==> config.mk <==
export PLATFORM = sky130hd
export DESIGN_NAME = avalon_led_sequencer
export DESIGN_NICKNAME = d
export VERILOG_FILES = /design/src/rtl/led_seq_pkg.sv /design/src/rtl/led_pattern_gen.sv /design/src/rtl/avalon_led_sequencer.sv
export SDC_FILE = /design/constraint.sdc
export NUM_CORES = 1
export LEC_CHECK = 0
export ABC_AREA = 1
export BUFFER_PORTS_ARGS = -buffer_cell sky130_fd_sc_hd__buf_2
export CAP_MARGIN = 20
export CORE_ASPECT_RATIO = 0.7
export CORE_MARGIN = 2
export CORE_UTILIZATION = 35
export DETAILED_ROUTE_END_ITERATION = 10
export GPL_ROUTABILITY_DRIVEN = 1
export PLACE_DENSITY = 0.59
export SYNTH_ARGS = -nofsm -noshare
export SYNTH_HDL_FRONTEND = slang
export SYNTH_SLANG_ARGS = --single-unit
export TNS_END_PERCENT = 1
==> constraint.sdc <==
create_clock -name clk_clk -period 5.25 [get_ports clk_clk]
set_clock_uncertainty 0.1 [all_clocks]
set_input_delay 1.05 -clock clk_clk [delete_from_list [all_inputs] [get_ports clk_clk]]
set_output_delay 1.05 -clock clk_clk [all_outputs]
set_load 0.03 [all_outputs]
==> src/rtl/led_seq_pkg.sv <==
// Shared types and constants for the Avalon LED sequencer.
// The optional readback feature is enabled by defining LED_SEQ_READBACK_EN.
package led_seq_pkg;

    // Sequencer FSM states; READ is only reachable with LED_SEQ_READBACK_EN.
    typedef enum logic [1:0] {
        IDLE      = 2'd0,
        WRITE     = 2'd1,
        WAIT_TICK = 2'd2,
        READ      = 2'd3
    } state_e;

    // Direction of travel of the lit bit in bounce mode.
    typedef enum logic {
        DIR_LEFT  = 1'b0,
        DIR_RIGHT = 1'b1
    } dir_e;

    localparam logic [1:0] MODE_WALK   = 2'd0;
    localparam logic [1:0] MODE_BOUNCE = 2'd1;
    localparam logic [1:0] MODE_COUNT  = 2'd2;
    localparam logic [1:0] MODE_STATIC = 2'd3;

    localparam logic [3:0] BYTEEN_ALL = 4'hF;

endpackage

==> src/rtl/led_pattern_gen.sv <==
// Next-pattern logic for the LED sequencer plus the bounce direction register.
// The direction only advances when the parent applies a tick update.
module led_pattern_gen
    import led_seq_pkg::*;
#(
    parameter int LED_W = 8
) (
    input  logic             i_clk,
    input  logic             i_rst,
    input  logic             i_update,
    input  logic [1:0]       i_mode,
    input  logic [LED_W-1:0] i_pattern,
    input  logic [LED_W-1:0] i_static,
    output logic [LED_W-1:0] o_next
);

    dir_e             r_dir;
    dir_e             w_dir_next;
    logic [LED_W-1:0] w_next;

    // Compute the pattern that follows i_pattern in the selected mode.
    always_comb begin
        w_next     = i_pattern;
        w_dir_next = r_dir;
        case (i_mode)
            MODE_WALK: begin
                if (i_pattern == '0) begin
                    w_next = LED_W'(1);
                end else begin
                    w_next = {i_pattern[LED_W-2:0], i_pattern[LED_W-1]};
                end
            end
            MODE_BOUNCE: begin
                if (i_pattern == '0) begin
                    w_next = LED_W'(1);
                end else if (r_dir == DIR_LEFT) begin
                    // Already at the top end: turn around instead of losing the bit.
                    if (i_pattern[LED_W-1]) begin
                        w_next     = i_pattern >> 1;
                        w_dir_next = DIR_RIGHT;
                    end else begin
                        w_next     = i_pattern << 1;
                        w_dir_next = w_next[LED_W-1] ? DIR_RIGHT : DIR_LEFT;
                    end
                end else begin
                    if (i_pattern[0]) begin
                        w_next     = i_pattern << 1;
                        w_dir_next = DIR_LEFT;
                    end else begin
                        w_next     = i_pattern >> 1;
                        w_dir_next = w_next[0] ? DIR_LEFT : DIR_RIGHT;
                    end
                end
            end
            MODE_COUNT: begin
                w_next = i_pattern + LED_W'(1);
            end
            MODE_STATIC: begin
                w_next = i_static;
            end
            default: begin
                w_next = i_pattern;
            end
        endcase
    end

    // Bounce direction register, advanced together with the pattern register.
    always_ff @(posedge i_clk) begin
        if (i_rst) begin
            r_dir <= DIR_LEFT;
        end else if (i_update) begin
            r_dir <= w_dir_next;
        end
    end

    assign o_next = w_next;

endmodule

==> src/rtl/avalon_led_sequencer.sv <==
// Avalon-MM master that writes timed LED patterns to the PIO data register.
// Define LED_SEQ_READBACK_EN to read every write back and count mismatches.
//
// Handshake: a request (avm_write or avm_read) is held with stable address,
// data and byteenable until a cycle where avm_waitrequest is low; that cycle
// is the transfer, and the request is never withdrawn before it.
module avalon_led_sequencer
    import led_seq_pkg::*;
#(
    parameter int TICK_DIV      = 6250000,
    parameter int LED_W         = 8,
    parameter int ADDR_W        = 4,
    parameter int PIO_DATA_ADDR = 0
) (
    input  logic              clk_clk,
    input  logic              reset_reset,
    input  logic              enable,
    input  logic [1:0]        mode,
    input  logic [LED_W-1:0]  static_pattern,
    output logic [ADDR_W-1:0] avm_address,
    output logic              avm_write,
    output logic              avm_read,
    output logic [31:0]       avm_writedata,
    output logic [3:0]        avm_byteenable,
    input  logic [31:0]       avm_readdata,
    input  logic              avm_waitrequest,
    output logic              busy,
    output logic [LED_W-1:0]  pattern_out,
    output logic [7:0]        err_count,
    output state_e            dbg_state
);

    localparam int              CNT_W     = (TICK_DIV > 1) ? $clog2(TICK_DIV) : 1;
    localparam logic [CNT_W-1:0] TICK_LAST = CNT_W'(TICK_DIV - 1);

    state_e           r_state;
    state_e           w_state_next;
    logic [CNT_W-1:0] r_tick_cnt;
    logic [LED_W-1:0] r_pattern;
    logic [LED_W-1:0] r_writedata;
    logic [LED_W-1:0] r_pattern_out;
    logic [LED_W-1:0] w_next_pattern;
    logic             r_write;
    logic             w_wr_accept;
    logic             w_tick;
    logic             w_unused_rd;

    // r_write is only ever high while in WRITE.
    assign w_wr_accept = r_write && !avm_waitrequest;
    assign w_tick      = (r_state == WAIT_TICK) && (r_tick_cnt == TICK_LAST);
    assign w_unused_rd = ^avm_readdata;

    led_pattern_gen #(
        .LED_W (LED_W)
    ) u_pattern_gen (
        .i_clk     (clk_clk),
        .i_rst     (reset_reset),
        .i_update  (w_tick),
        .i_mode    (mode),
        .i_pattern (r_pattern),
        .i_static  (static_pattern),
        .o_next    (w_next_pattern)
    );

    // Next-state logic for the sequencer FSM.
    always_comb begin
        w_state_next = r_state;
        case (r_state)
            IDLE: begin
                if (enable) w_state_next = WRITE;
            end
            WRITE: begin
                if (w_wr_accept) begin
`ifdef LED_SEQ_READBACK_EN
                    w_state_next = READ;
`else
                    w_state_next = enable ? WAIT_TICK : IDLE;
`endif
                end
            end
`ifdef LED_SEQ_READBACK_EN
            READ: begin
                if (!avm_waitrequest) w_state_next = enable ? WAIT_TICK : IDLE;
            end
`endif
            WAIT_TICK: begin
                if (!enable)     w_state_next = IDLE;
                else if (w_tick) w_state_next = WRITE;
            end
            default: w_state_next = IDLE;
        endcase
    end

    // FSM state register.
    always_ff @(posedge clk_clk) begin
        if (reset_reset) r_state <= IDLE;
        else             r_state <= w_state_next;
    end

    // Tick counter: runs only while waiting with enable high, zero otherwise.
    always_ff @(posedge clk_clk) begin
        if (reset_reset) begin
            r_tick_cnt <= '0;
        end else if (r_state == WAIT_TICK && enable && !w_tick) begin
            r_tick_cnt <= r_tick_cnt + CNT_W'(1);
        end else begin
            r_tick_cnt <= '0;
        end
    end

    // Pattern register advances once per tick.
    always_ff @(posedge clk_clk) begin
        if (reset_reset)  r_pattern <= LED_W'(1);
        else if (w_tick)  r_pattern <= w_next_pattern;
    end

    // Write channel: data is latched on entry to WRITE, the request rises one
    // cycle later and stays up until the slave accepts it.
    always_ff @(posedge clk_clk) begin
        if (reset_reset) begin
            r_write     <= 1'b0;
            r_writedata <= '0;
        end else begin
            if (r_state == IDLE && enable) begin
                r_writedata <= (mode == MODE_STATIC) ? static_pattern : r_pattern;
            end else if (w_tick && enable) begin
                r_writedata <= w_next_pattern;
            end
            if (r_state == WRITE && !r_write) r_write <= 1'b1;
            else if (w_wr_accept)             r_write <= 1'b0;
        end
    end

    // Capture the pattern the slave has accepted.
    always_ff @(posedge clk_clk) begin
        if (reset_reset)      r_pattern_out <= '0;
        else if (w_wr_accept) r_pattern_out <= r_writedata;
    end

`ifdef LED_SEQ_READBACK_EN
    logic [7:0] r_err_count;

    // Saturating count of readbacks that disagree with the accepted pattern.
    always_ff @(posedge clk_clk) begin
        if (reset_reset) begin
            r_err_count <= '0;
        end else if (r_state == READ && !avm_waitrequest &&
                     avm_readdata[LED_W-1:0] != r_pattern_out &&
                     r_err_count != 8'hFF) begin
            r_err_count <= r_err_count + 8'd1;
        end
    end

    assign avm_read  = (r_state == READ);
    assign err_count = r_err_count;
`else
    assign avm_read  = 1'b0;
    assign err_count = 8'h00;
`endif

    assign avm_address    = ADDR_W'(PIO_DATA_ADDR);
    assign avm_write      = r_write;
    assign avm_writedata  = 32'(r_writedata);
    assign avm_byteenable = BYTEEN_ALL;
    assign busy           = (r_state != IDLE);
    assign pattern_out    = r_pattern_out;
    assign dbg_state      = r_state;

endmodule
==> summary.txt, run 1 <==
Clock network
  • TritonCTS Sinks: 51
  • CTS Hold Bufs: 0
  • Post-CTS Setup Bufs: 0
  • CTS root buf: clkbuf_16
  • Total CTS buffers: 5
  • H-Tree Depth: 2
  • Post-CTS sizing: 0
  • CTS tree: done
  • CTS Buffer Depth: 2
  • Clk_lat worst skew: 0.29 ns
  • Clock transition at path regs: 0.07 ns

Timing
  • Final Hold Fails: 0
  • Rel. slew slack: 59.2%
  • Post-route setup TNS: 0 ns
  • Setup Viol. Count Final: 0
  • F_max: 411 MHz
  • Tcrit/Tclk final: 46.3%
  • Tmin final: 2.43 ns
  • Unrepaired setup endpoints after global routing: false
  • Max Slew Vio Count: 0
  • Slew @ Worst Pin: 0.610 ns

Synth
  • Post-Synth XOR/XNOR Area: 2.07%
  • Largest family of logic cells by synthesized area: simple AND/OR/NAND/NOR gates
  • Post-synthesis mux area share: 0%
  • Post-Syn Area: 3390 um^2
  • Post-synthesis simple-gate area fraction: 38.1%
  • Register area share after synthesis: 30.1%
  • Avg Inst Size Synth: 6.49 um^2
  • Asr flop ratio synth: 0%
  • Netlist cell types: 37
  • Adder-Cell Fraction of Synth Area: 1.48%
  • Most used flip-flop cell after synthesis: dfxtp_1
  • Cells after synthesis: 523
  • Post-synthesis compound-gate area fraction: 11.0%
  • Seq cells post-synth: 51
  • YS warnings: 0
  • Post-synth EDFFs: 0

Place
  • Gpl congestion: 0.933
  • IO buf count: 33
  • Post-DP HPWL: 6540 um
  • Post-placement cell count: 669
  • Dpl cell area: 3480 um^2

Finish
  • Fin area: 3640 um^2
  • Ant. Diodes: 0
  • Most common cell after layout, fill and taps aside: nand2_1
  • Register area: 1020 um^2
  • Area grow syn2layout: 7.23%
  • Most frequent cells in the layout: nand2_1, nor2_1, dfxtp_1
  • Final Non-Filler Cells: 677
  • Layout Nets: 598
  • Multi-input gate area: 1940 um^2
  • Layout cell share with drive strength beyond 1: 12.8%
  • Filler instances: 1060

Drt
  • Drt first pass iters: 5
  • DRT antenna net count: 0
  • Total vias in the final route: 3195
  • Drc violations: 0
  • Routed len/inst: 12.6 um
  • Vias per cell: 4.72
  • Final wirelength: 8540 um
  • DRT iter0 DRCs: 190

Floorplan
  • Row count: 30
  • Die height: 86.4 um
  • Io pins: 107
  • Core ar.: 9570 um^2
  • Starting density of the core: 35.4%
  • Die width: 122 um
  • Die area: 10500 um^2

Worst setup path
  • Reg-to-reg critical path startpoint: r_pattern[0]$_SDFFE_PP1P_
  • Worst setup EP type: register
  • Startpoint type of the worst setup path: primary input
  • Worst Path Arrival: 2.57 ns
  • Worst flop-to-flop path endpoint: r_writedata[0]$_SDFFE_PP0P_
  • Worst-path maximum fanout: 11
  • CP Data Required Time: 5.39 ns
  • Reg2reg setup slack: 2.88 ns
  • Worst reg2reg path depth: 12
  • Setup CP Type: in2reg

Power and ir drop
  • Leak: 0.00153 uW
  • Pwr Total: 876 uW
  • Worst vdd ir: 0.154 mV
  • PwrDens: 241 nW/um^2

Min path
  • Hold Path End: r_tick_cnt[0]$_SDFF_PP0_
  • Min-delay src: r_tick_cnt[0]$_SDFF_PP0_
  • Hold path cells: 1
  • Type of the most critical hold path: reg2reg

Status
  • Status: complete, no violations

Global route
  • Antenna violations before repair: 0
  • GRT Util Overall: 16.5%
  • Largest net degree at the start of global routing: 24
  • Vias in the first global route: 2738
  • First-pass GRT wire length: 14000 um
  • Congestion Overflow GR: 0

Flow run
  • Max_cap viols: 0
[critical path, stage by stage]
cell and delay, ns:
buf_2 0.09, nor2_1 0.47, clkinv_1 0.44, o41ai_1 0.36, nand2_1 0.08, inv_1 0.06
[worst max-delay path by stage]
stage | startpoint | to | slack (ns) | cells after the start
finish | avm_waitrequest | dbg_state[1]$_SDFFE_PP0P_ | 2.82 | 6
global route | avm_waitrequest | dbg_state[1]$_SDFFE_PP0P_ | 2.61 | 6
CTS | avm_waitrequest | dbg_state[1]$_SDFFE_PP0P_ | 2.87 | 6
detailed placement | avm_waitrequest | dbg_state[1]$_SDFFE_PP0P_ | 2.56 | 6
global placement | avm_waitrequest | dbg_state[1]$_SDFFE_PP0P_ | 2.60 | 6
floorplan | mode[1] | r_writedata[0]$_SDFFE_PP0P_ | 3.21 | 10
[per-stage QoR]
step	util, %	hold slack, ns	setup slack (ns)
floorplan	-	0.318	3.21
global placement	36.4	0.330	2.60
detailed placement	36.4	0.351	2.56
CTS	38.0	0.367	2.87
global route	38.0	0.417	2.61
finish	38.0	0.358	2.82
[state kept, by name (all words and copies together) (netlist names)]
| signal | cells |
|---|---|
| r_pattern | 8 |
| dbg_state | 2 |
| r_writedata | 8 |
| u_pattern_gen.r_dir | 1 |
| pattern_out | 8 |
| avm_write | 1 |
| r_tick_cnt | 23 |
[where the power goes]
| group | switching, uW | internal [uW] | total (uW) |
|---|---|---|---|
| clock network | 152 | 181 | 333 |
| registers | 7.34 | 398 | 405 |
| logic | 110 | 28.1 | 138 |
[cells in the mapped netlist (7+ instances only)]
cell type  number  share of area, %
inv_1          47               5.2
buf_4          45                10
nor2_1         77               8.5
nand2_1       118                13
nand4_1        13               2.4
o21ai_0        29               4.3
nand3_1        35               5.2
dfxtp_1        51                30
nor3_1         12               1.8
a21oi_1        27               4.0
nor2_2          7               1.3
[routing by layer]
metal | track usage, % | wire length (um) | vias to the layer above
li1 | - | - | 1645
met5 | 0 | 0 | -
met1 | 27.4 | 4780 | 1432
met3 | 2.76 | 614 | 2
met4 | 2.19 | 4 | 0
met2 | 22.2 | 3140 | 116
[area by class of cell]
type	instances	share of cell area, %
Inverter	53	5.47
Tap cell	128	4.40
Timing Repair Buffer	33	4.54
Sequential cell	51	28.1
Clock inverter	3	0.757
Multi-Input combinational cell	404	53.3
Clock buffer	5	3.44
[cells by family after synthesis]
logic type,count (synthesis)
AOI/OAI and AO/OA,69
xor gates and xnor gates,8
adders and majority gates,4
buffers and inverters,107
DFF,51
other,2
and+or+nand+nor,282
(Power assumes the default switching activity.)
==> inputs of run 2 (changes only) <==
Settings changed: ABC_AREA 1 to 0, PLACE_DENSITY 0.59 to 0.62.
Clock period 5.25 ns to 2.1 ns, I/O delays scaled along.
==> summary.txt, run 2 <==
Status
  • Status: finished, violations left (was complete, no violations)
  • Violated checks: setup timing

Worst setup path
  • Worst reg2reg path depth: 5 (was 12)
  • Startpoint type of the worst setup path: register (was primary input)
  • CP Cell Sequence: or4bb_1, nor4_2, nand4_2, or4_1, a21oi_1 (was buf_2, nor2_1, clkinv_1, o41ai_1, nand2_1, inv_1)
  • Worst path max stage delay: 0.51 ns (was 0.47 ns)
  • CP Data Required Time: 2.22 ns (was 5.39 ns)
  • Slowest CP cell: or4bb_1 (was nor2_1)
  • Setup CP Type: reg2reg (was in2reg)
  • Worst setup EP type: register (unchanged)
  • Worst Path Arrival: 2.24 ns (was 2.57 ns)
  • Reg-to-reg critical path startpoint: r_tick_cnt[5]$_SDFF_PP0_ (was r_pattern[0]$_SDFFE_PP1P_)
  • Worst-path maximum fanout: 5 (was 11)
  • Worst flop-to-flop path endpoint: u_pattern_gen.r_dir$_SDFFE_PP0P_ (was r_writedata[0]$_SDFFE_PP0P_)
  • Reg2reg setup slack: -0.02 ns (was 2.88 ns)

Finish
  • Ant. Diodes: 0 (unchanged)
  • Area grow syn2layout: 17.5% (was 7.23%)
  • Most frequent cells in the layout: dfxtp_1, nor2_1, nand2_1 (was nand2_1, nor2_1, dfxtp_1)
  • Most common cell after layout, fill and taps aside: dfxtp_1 (was nand2_1)
  • Layout cell share with drive strength beyond 1: 19.4% (was 12.8%)
  • Filler instances: 905 (was 1060)
  • Max reg flops: 23 (unchanged)
  • Reg with most FFs: r_tick_cnt (unchanged)
  • Layout Nets: 507 (was 598)
  • Multi-input gate area: 1890 um^2 (was 1940 um^2)
  • Register area: 1030 um^2 (was 1020 um^2)

Floorplan
  • Io pins: 107 (unchanged)
  • Die area: 9840 um^2 (was 10500 um^2)
  • Die height: 83.6 um (was 86.4 um)
  • Starting density of the core: 36.7% (was 35.4%)
  • Row count: 28 (was 30)
  • Core ar.: 8620 um^2 (was 9570 um^2)
  • Die width: 118 um (was 122 um)

Synth
  • Synth top area cells: dfxtp_1, buf_4, nor2_1, nand2_1, xnor2_1 (was dfxtp_1, nand2_1, buf_4, nor2_1, inv_1)
  • Top cells by count, synth: dfxtp_1, nor2_1, nand2_1 (was nand2_1, nor2_1, dfxtp_1)
  • Asr flop ratio synth: 0% (unchanged)
  • Post-synthesis simple-gate area fraction: 28.5% (was 38.1%)
  • Cells after synthesis: 411 (was 523)
  • Netlist cell types: 62 (was 37)
  • Adder-Cell Fraction of Synth Area: 1.58% (was 1.48%)
  • Register area share after synthesis: 32.2% (was 30.1%)
  • Post-Synth XOR/XNOR Area: 6.36% (was 2.07%)
  • YS warnings: 0 (unchanged)
  • Top cell type's share of synthesized area: 32.2% (was 30.1%)
  • Post-synthesis compound-gate area fraction: 16.4% (was 11.0%)
  • Most frequent cell after synthesis: dfxtp_1 (was nand2_1)
  • Largest area contributor in the netlist: dfxtp_1 (unchanged)
  • Avg Inst Size Synth: 7.71 um^2 (was 6.49 um^2)
  • Post-synthesis mux area share: 0.948% (was 0%)
  • Post-synth EDFFs: 0 (unchanged)
  • Post-Syn Area: 3170 um^2 (was 3390 um^2)
  • Most used flip-flop cell after synthesis: dfxtp_1 (unchanged)
  • Largest family of logic cells by synthesized area: simple AND/OR/NAND/NOR gates (unchanged)
  • Seq cells post-synth: 51 (unchanged)

Timing
  • Final Hold Fails: 0 (unchanged)
  • Unrepaired setup endpoints after global routing: true (was false)
  • PnR worst setup slack: -0.0231 ns (was 2.82 ns)
  • Max Slew Vio Count: 0 (unchanged)
  • Tcrit/Tclk final: 101%
  • Rel. slew slack: 58.2% (was 59.2%)
  • Slew @ Worst Pin: 0.626 ns (was 0.610 ns)
  • F_max: 471 MHz
  • Tmin final: 2.12 ns
  • Post-route setup TNS: -0.0273 ns (was 0 ns)
  • Setup Viol. Count Final: 2 (was 0)

Drt
  • Vias per cell: 5.10 (was 4.72)
  • Drt first pass iters: 4 (was 5)
  • Drc violations: 0 (unchanged)
  • DRT iter0 DRCs: 243 (was 190)
  • Total vias in the final route: 2948 (was 3195)
  • Routed len/inst: 14.1 um (was 12.6 um)
  • Final wirelength: 8120 um (was 8540 um)
  • DRT antenna net count: 0 (unchanged)

Global route
  • Vias in the first global route: 2659 (was 2738)
  • First-pass GRT wire length: 13400 um (was 14000 um)
  • Largest net degree at the start of global routing: 29 (was 24)
  • GRT Util Overall: 16.5% (about the same)
  • Congestion Overflow GR: 0 (unchanged)
  • Antenna violations before repair: 0 (unchanged)

Clock network
  • CTS tree: done (unchanged)
  • Clock transition at path regs: 0.07 ns (about the same)
  • H-Tree Depth: 2 (unchanged)
  • CTS root buf: clkbuf_16 (unchanged)
  • CTS Buffer Depth: 2 (unchanged)
  • Clk_lat worst skew: 0.28 ns (was 0.29 ns)
  • TritonCTS Sinks: 51 (unchanged)
  • Total CTS buffers: 5 (unchanged)

Place
  • Gpl congestion: 0.875 (was 0.933)
  • IO buf count: 33 (unchanged)
  • Post-DP HPWL: 6100 um (was 6540 um)

Power and ir drop
  • Logic pwr share: 13.7% (was 15.8%)
  • Switching share of power: 26.4% (was 30.8%)
  • Worst vdd ir: 0.384 mV (was 0.154 mV)
  • PwrDens: 603 nW/um^2 (was 241 nW/um^2)
  • Switch Pwr: 593 uW (was 269 uW)
  • Reg power frac: 44.3% (was 46.2%)
  • Internal Power: 1650 uW (was 607 uW)
  • Leak: 0.00141 uW (was 0.00153 uW)
  • Pwr Total: 2240 uW (was 876 uW)
  • Clock share of power: 41.9% (was 38.0%)

Min path
  • Type of the most critical hold path: in2reg (was reg2reg)
  • Min-delay src: avm_waitrequest (was r_tick_cnt[0]$_SDFF_PP0_)
  • Hold Path End: avm_write$_SDFFE_PP0P_ (was r_tick_cnt[0]$_SDFF_PP0_)
  • Hold path cells: 3 (was 1)

Flow run
  • Max_cap viols: 0 (unchanged)
run 2: changes by cell type after synthesis, sizes merged, moves of 5 or more:
| cell | delta |
|---|---|
| nor2b | +7 |
| nor2 | -45 |
| inv | -44 |
| clkbuf | +15 |
| nand3 | -21 |
| and4 | +5 |
| nand2b | +6 |
| o21ai | -20 |
| xnor2 | +13 |
| nand2 | -81 |
run 2: worst max-delay path by stage:
stage / startpoint / cells past startpoint / to
after floorplan: dbg_state[0]$_SDFFE_PP0P_ / 6 / u_pattern_gen.r_dir$_SDFFE_PP0P_
after global placement: r_tick_cnt[8]$_SDFF_PP0_ / 5 / r_pattern[0]$_SDFFE_PP1P_
after detailed placement: r_tick_cnt[8]$_SDFF_PP0_ / 5 / r_pattern[0]$_SDFFE_PP1P_
after CTS: r_tick_cnt[15]$_SDFF_PP0_ / 5 / r_pattern[0]$_SDFFE_PP1P_
after global routing: r_tick_cnt[5]$_SDFF_PP0_ / 5 / u_pattern_gen.r_dir$_SDFFE_PP0P_
final: r_tick_cnt[5]$_SDFF_PP0_ / 5 / u_pattern_gen.r_dir$_SDFFE_PP0P_
run 2: logic make-up (layout without fill, tap and decap cells):
| group | count (synthesis) | in the layout |
|---|---|---|
| simple gates | 175 | 175 |
| compound gates | 79 | 79 |
| buf+inv | 74 | 82 |
| flops | 51 | 51 |
| xor+xnor | 23 | 23 |
| fa+ha+maj | 4 | 4 |
| mux | 3 | 3 |
| other cells | 2 | 41 |
run 2: timing repair:
item / in CTS / in global routing
hold buffers: 0 / 0
setup buffers: 1 / 0
endpoints found under the setup margin: 26 / 41
endpoints found under the hold margin: 0 / 0
pin swaps: 2 / 2
resized for setup: 2 / 9
run 2: stage by stage:
| stage | std cells | hold slack, ns | area, um^2 | setup WS (ns) | utilization (%) |
|---|---|---|---|---|---|
| 2_1_floorplan | 450 | 0.326 | 3330 | -0.0757 | - |
| 3_3_place_gp | 569 | 0.340 | 3500 | -0.0527 | 40.6 |
| 3_5_place_dp | 569 | 0.348 | 3500 | -0.0677 | 40.6 |
| 4_1_cts | 578 | 0.320 | 3690 | -0.0493 | 42.8 |
| 5_1_grt | 578 | 0.336 | 3720 | -0.0988 | 43.2 |
| 6_report | 578 | 0.311 | 3720 | -0.0231 | 43.2 |
run 2: cell type report:
class	count	share of cell area (%)
repair buffers	65	11.9
clock buffers	6	3.73
multi-input cells	325	50.8
flip-flops and latches	51	27.6
clock inverters	2	0.941
inverters	9	0.908
well taps	120	4.03
run 2: layer usage:
layer	global-route usage, %	up-vias	share of wire (%)
li1	-	1465	-
met1	24.9	1386	50
met2	24.6	93	43
met3	2.53	4	6.1
met4	3.50	0	0.64
met5	0	-	0
run 2: power by group through the flow:
stage / combinational [uW] / clock (uW) / sequential [uW]
final: 308 / 940 / 994
after CTS: 302 / 958 / 994
after floorplan: 261 / 0 / 1040
after detailed placement: 301 / 0 / 1020
after global placement: 299 / 0 / 1020
after global routing: 332 / 1010 / 996
run 2: worst max-delay path: cells and delay by family (launching register included):
family,cells,cell delay [ns]
compound gates,1,0.14
flops,1,0.33
simple gates,4,1.48
==> inputs of run 3 (changes only) <==
Settings changed: CORE_UTILIZATION 35 to 46, PLACE_DENSITY 0.62 to 0.78.
==> summary.txt, run 3 (synthesis gave the netlist of run 2 again) <==
Worst setup path
  • Buffers & Inverters on Critical Path: 0 (unchanged)
  • CP Cell Sequence: or4bb_1, nor4_4, nand4_4, or4_4, a21oi_1 (was or4bb_1, nor4_2, nand4_2, or4_1, a21oi_1)
  • Worst-path maximum fanout: 6 (was 5)
  • Worst Path Arrival: 2.26 ns (was 2.24 ns)
  • Worst path max stage delay: 0.54 ns (was 0.51 ns)
  • CP top delay family: simple AND/OR/NAND/NOR gates (unchanged)
  • Setup CP Type: reg2reg (unchanged)
  • Worst setup EP type: register (unchanged)
  • CP Data Required Time: 2.25 ns (was 2.22 ns)
  • Worst flop-to-flop path endpoint: u_pattern_gen.r_dir$_SDFFE_PP0P_ (unchanged)
  • Reg-to-reg critical path startpoint: r_tick_cnt[15]$_SDFF_PP0_ (was r_tick_cnt[5]$_SDFF_PP0_)
  • Reg2reg setup slack: -0.01 ns (was -0.02 ns)
  • Slowest CP cell: or4bb_1 (unchanged)
  • Startpoint type of the worst setup path: register (unchanged)
  • Worst reg2reg path depth: 5 (unchanged)

Finish
  • Max reg flops: 23 (unchanged)
  • Area grow syn2layout: 15.5% (was 17.5%)
  • Layout Nets: 512 (was 507)
  • Layout cell share with drive strength beyond 1: 19.9% (was 19.4%)
  • Most frequent cells in the layout: dfxtp_1, nor2_1, nand2_1 (unchanged)
  • Ant. Diodes: 0 (unchanged)
  • Reg with most FFs: r_tick_cnt (unchanged)
  • Most common cell after layout, fill and taps aside: dfxtp_1 (unchanged)

Timing
  • Final Hold Fails: 0 (unchanged)
  • PnR worst setup slack: -0.00984 ns (was -0.0231 ns)
  • Setup Viol. Count Final: 1 (was 2)
  • Tmin final: 2.11 ns (was 2.12 ns)
  • Unrepaired setup endpoints after global routing: true (unchanged)
  • Slew @ Worst Pin: 0.618 ns (was 0.626 ns)
  • Tcrit/Tclk final: 100% (was 101%)
  • Max Slew Vio Count: 0 (unchanged)
  • Rel. slew slack: 58.3% (was 58.2%)
  • F_max: 474 MHz (was 471 MHz)
  • Worst hold margin: 0.287 ns (was 0.311 ns)

Global route
  • Largest net degree at the start of global routing: 24 (was 29)
  • GRT Util Overall: 20.8% (was 16.5%)
  • Congestion Overflow GR: 0 (unchanged)
  • Vias in the first global route: 2529 (was 2659)
  • Antenna violations before repair: 0 (unchanged)
  • First-pass GRT wire length: 12300 um (was 13400 um)

Clock network
  • Post-CTS Setup Bufs: 0 (was 1)
  • Clock transition at path regs: 0.10 ns (was 0.07 ns)
  • TritonCTS Sinks: 51 (unchanged)
  • CTS root buf: clkbuf_8 (was clkbuf_16)
  • Clk_lat worst skew: 0.31 ns (was 0.28 ns)
  • Total CTS buffers: 5 (unchanged)
  • CTS Buffer Depth: 2 (unchanged)
  • H-Tree Depth: 2 (unchanged)
  • CTS tree: done (unchanged)

Place
  • Gpl congestion: 0.996 (was 0.875)
  • Post-DP HPWL: 6000 um (was 6100 um)
  • IO buf count: 33 (unchanged)

Drt
  • Drt first pass iters: 5 (was 4)
  • Final wirelength: 7960 um (was 8120 um)
  • DRT iter0 DRCs: 279 (was 243)
  • DRT antenna net count: 0 (unchanged)
  • Vias per cell: 5.47 (was 5.10)
  • Total vias in the final route: 3045 (was 2948)
  • Routed len/inst: 14.3 um (was 14.1 um)
  • Drc violations: 0 (unchanged)

Status
  • Status: finished, violations left (unchanged)
  • Violated checks: setup timing (unchanged)

Min path
  • Min-delay src: avm_waitrequest (unchanged)
  • Type of the most critical hold path: in2reg (unchanged)
  • Hold path cells: 3 (unchanged)
  • Hold Path End: avm_write$_SDFFE_PP0P_ (unchanged)

Power and ir drop
  • Switching share of power: 30.0% (was 26.4%)
  • Reg power frac: 50.8% (was 44.3%)
  • Leak: 0.00141 uW (about the same)
  • Pwr Total: 1950 uW (was 2240 uW)
  • Worst vdd ir: 0.322 mV (was 0.384 mV)
  • Clock share of power: 33.6% (was 41.9%)
  • Internal Power: 1370 uW (was 1650 uW)
  • PwrDens: 534 nW/um^2 (was 603 nW/um^2)
  • Logic pwr share: 15.6% (was 13.7%)
  • Switch Pwr: 587 uW (was 593 uW)

Floorplan
  • Row count: 25 (was 28)
  • Die width: 103 um (was 118 um)
  • Die area: 7570 um^2 (was 9840 um^2)
  • Die height: 73.4 um (was 83.6 um)
  • Io pins: 107 (unchanged)
  • Core ar.: 6690 um^2 (was 8620 um^2)
  • Starting density of the core: 47.3% (was 36.7%)

Flow run
  • Max_cap viols: 0 (unchanged)
[run 3: cell count changes in the layout (fill, tap and decap cells not counted), sizes merged]
cell / change
buf: +5
bufinv: -1
inv: +1
[run 3: final cells by class]
cell class	count	area, um^2
well taps	94	118
clock inverters	2	17.5
repair buffers	70	468
inverters	9	33.8
flip-flops and latches	51	1030
fillers	623	3040
multi-input cells	325	1900
clock buffers	6	93.8
[run 3: worst max path at each step]
| stage | startpoint | end | slack (ns) | cells after the start |
|---|---|---|---|---|
| 6_report | r_tick_cnt[15]$_SDFF_PP0_ | u_pattern_gen.r_dir$_SDFFE_PP0P_ | -0.01 | 5 |
| 2_1_floorplan | dbg_state[0]$_SDFFE_PP0P_ | u_pattern_gen.r_dir$_SDFFE_PP0P_ | -0.08 | 6 |
| 3_5_place_dp | r_tick_cnt[8]$_SDFF_PP0_ | u_pattern_gen.r_dir$_SDFFE_PP0P_ | -0.06 | 5 |
| 3_3_place_gp | r_tick_cnt[8]$_SDFF_PP0_ | u_pattern_gen.r_dir$_SDFFE_PP0P_ | -0.05 | 5 |
| 4_1_cts | dbg_state[0]$_SDFFE_PP0P_ | u_pattern_gen.r_dir$_SDFFE_PP0P_ | -0.06 | 5 |
| 5_1_grt | r_tick_cnt[22]$_SDFF_PP0_ | u_pattern_gen.r_dir$_SDFFE_PP0P_ | -0.08 | 5 |
[run 3: worst min-delay path, delay by kind of cell]
kind                   cells  cell delay, ns
buffers and inverters      1            0.10
AOI/OAI and AO/OA          1            0.07
and+or+nand+nor            1            0.07
[run 3: power groups by stage]
| stage | Sequential [uW] | Combinational, uW | Clock, uW |
|---|---|---|---|
| floorplan | 1040 | 261 | 0 |
| finish | 993 | 304 | 657 |
| global route | 995 | 327 | 701 |
| CTS | 993 | 299 | 665 |
| global placement | 1010 | 294 | 0 |
| detailed placement | 1020 | 298 | 0 |
[run 3: per-stage QoR]
step	setup slack [ns]	instances	util [%]	setup TNS (ns)	cell area, um^2
floorplan	-0.0757	450	-	-1.19	3330
global placement	-0.0474	549	52.3	-0.0474	3500
detailed placement	-0.0575	549	52.3	-0.0575	3500
CTS	-0.0564	557	54.1	-0.0564	3620
global route	-0.0841	557	54.7	-0.213	3660
finish	-0.00984	557	54.7	-0.00984	3660
[run 3: per-layer routing]
| metal | up-vias | GRT usage, % | share of wire, % |
|---|---|---|---|
| met5 | - | 0 | 0 |
| met4 | 0 | 4.97 | 0.78 |
| met3 | 6 | 3.24 | 8.4 |
| met2 | 144 | 32.2 | 44 |
| met1 | 1420 | 30.4 | 47 |
| li1 | 1475 | - | - |
[run 3: timing repair]
item / CTS / global route
endpoints found under the setup margin: 27 / 29
pin swaps: 2 / 1
hold buffers: 0 / 0
gates resized for setup: 2 / 7
cloned: 0 / 0
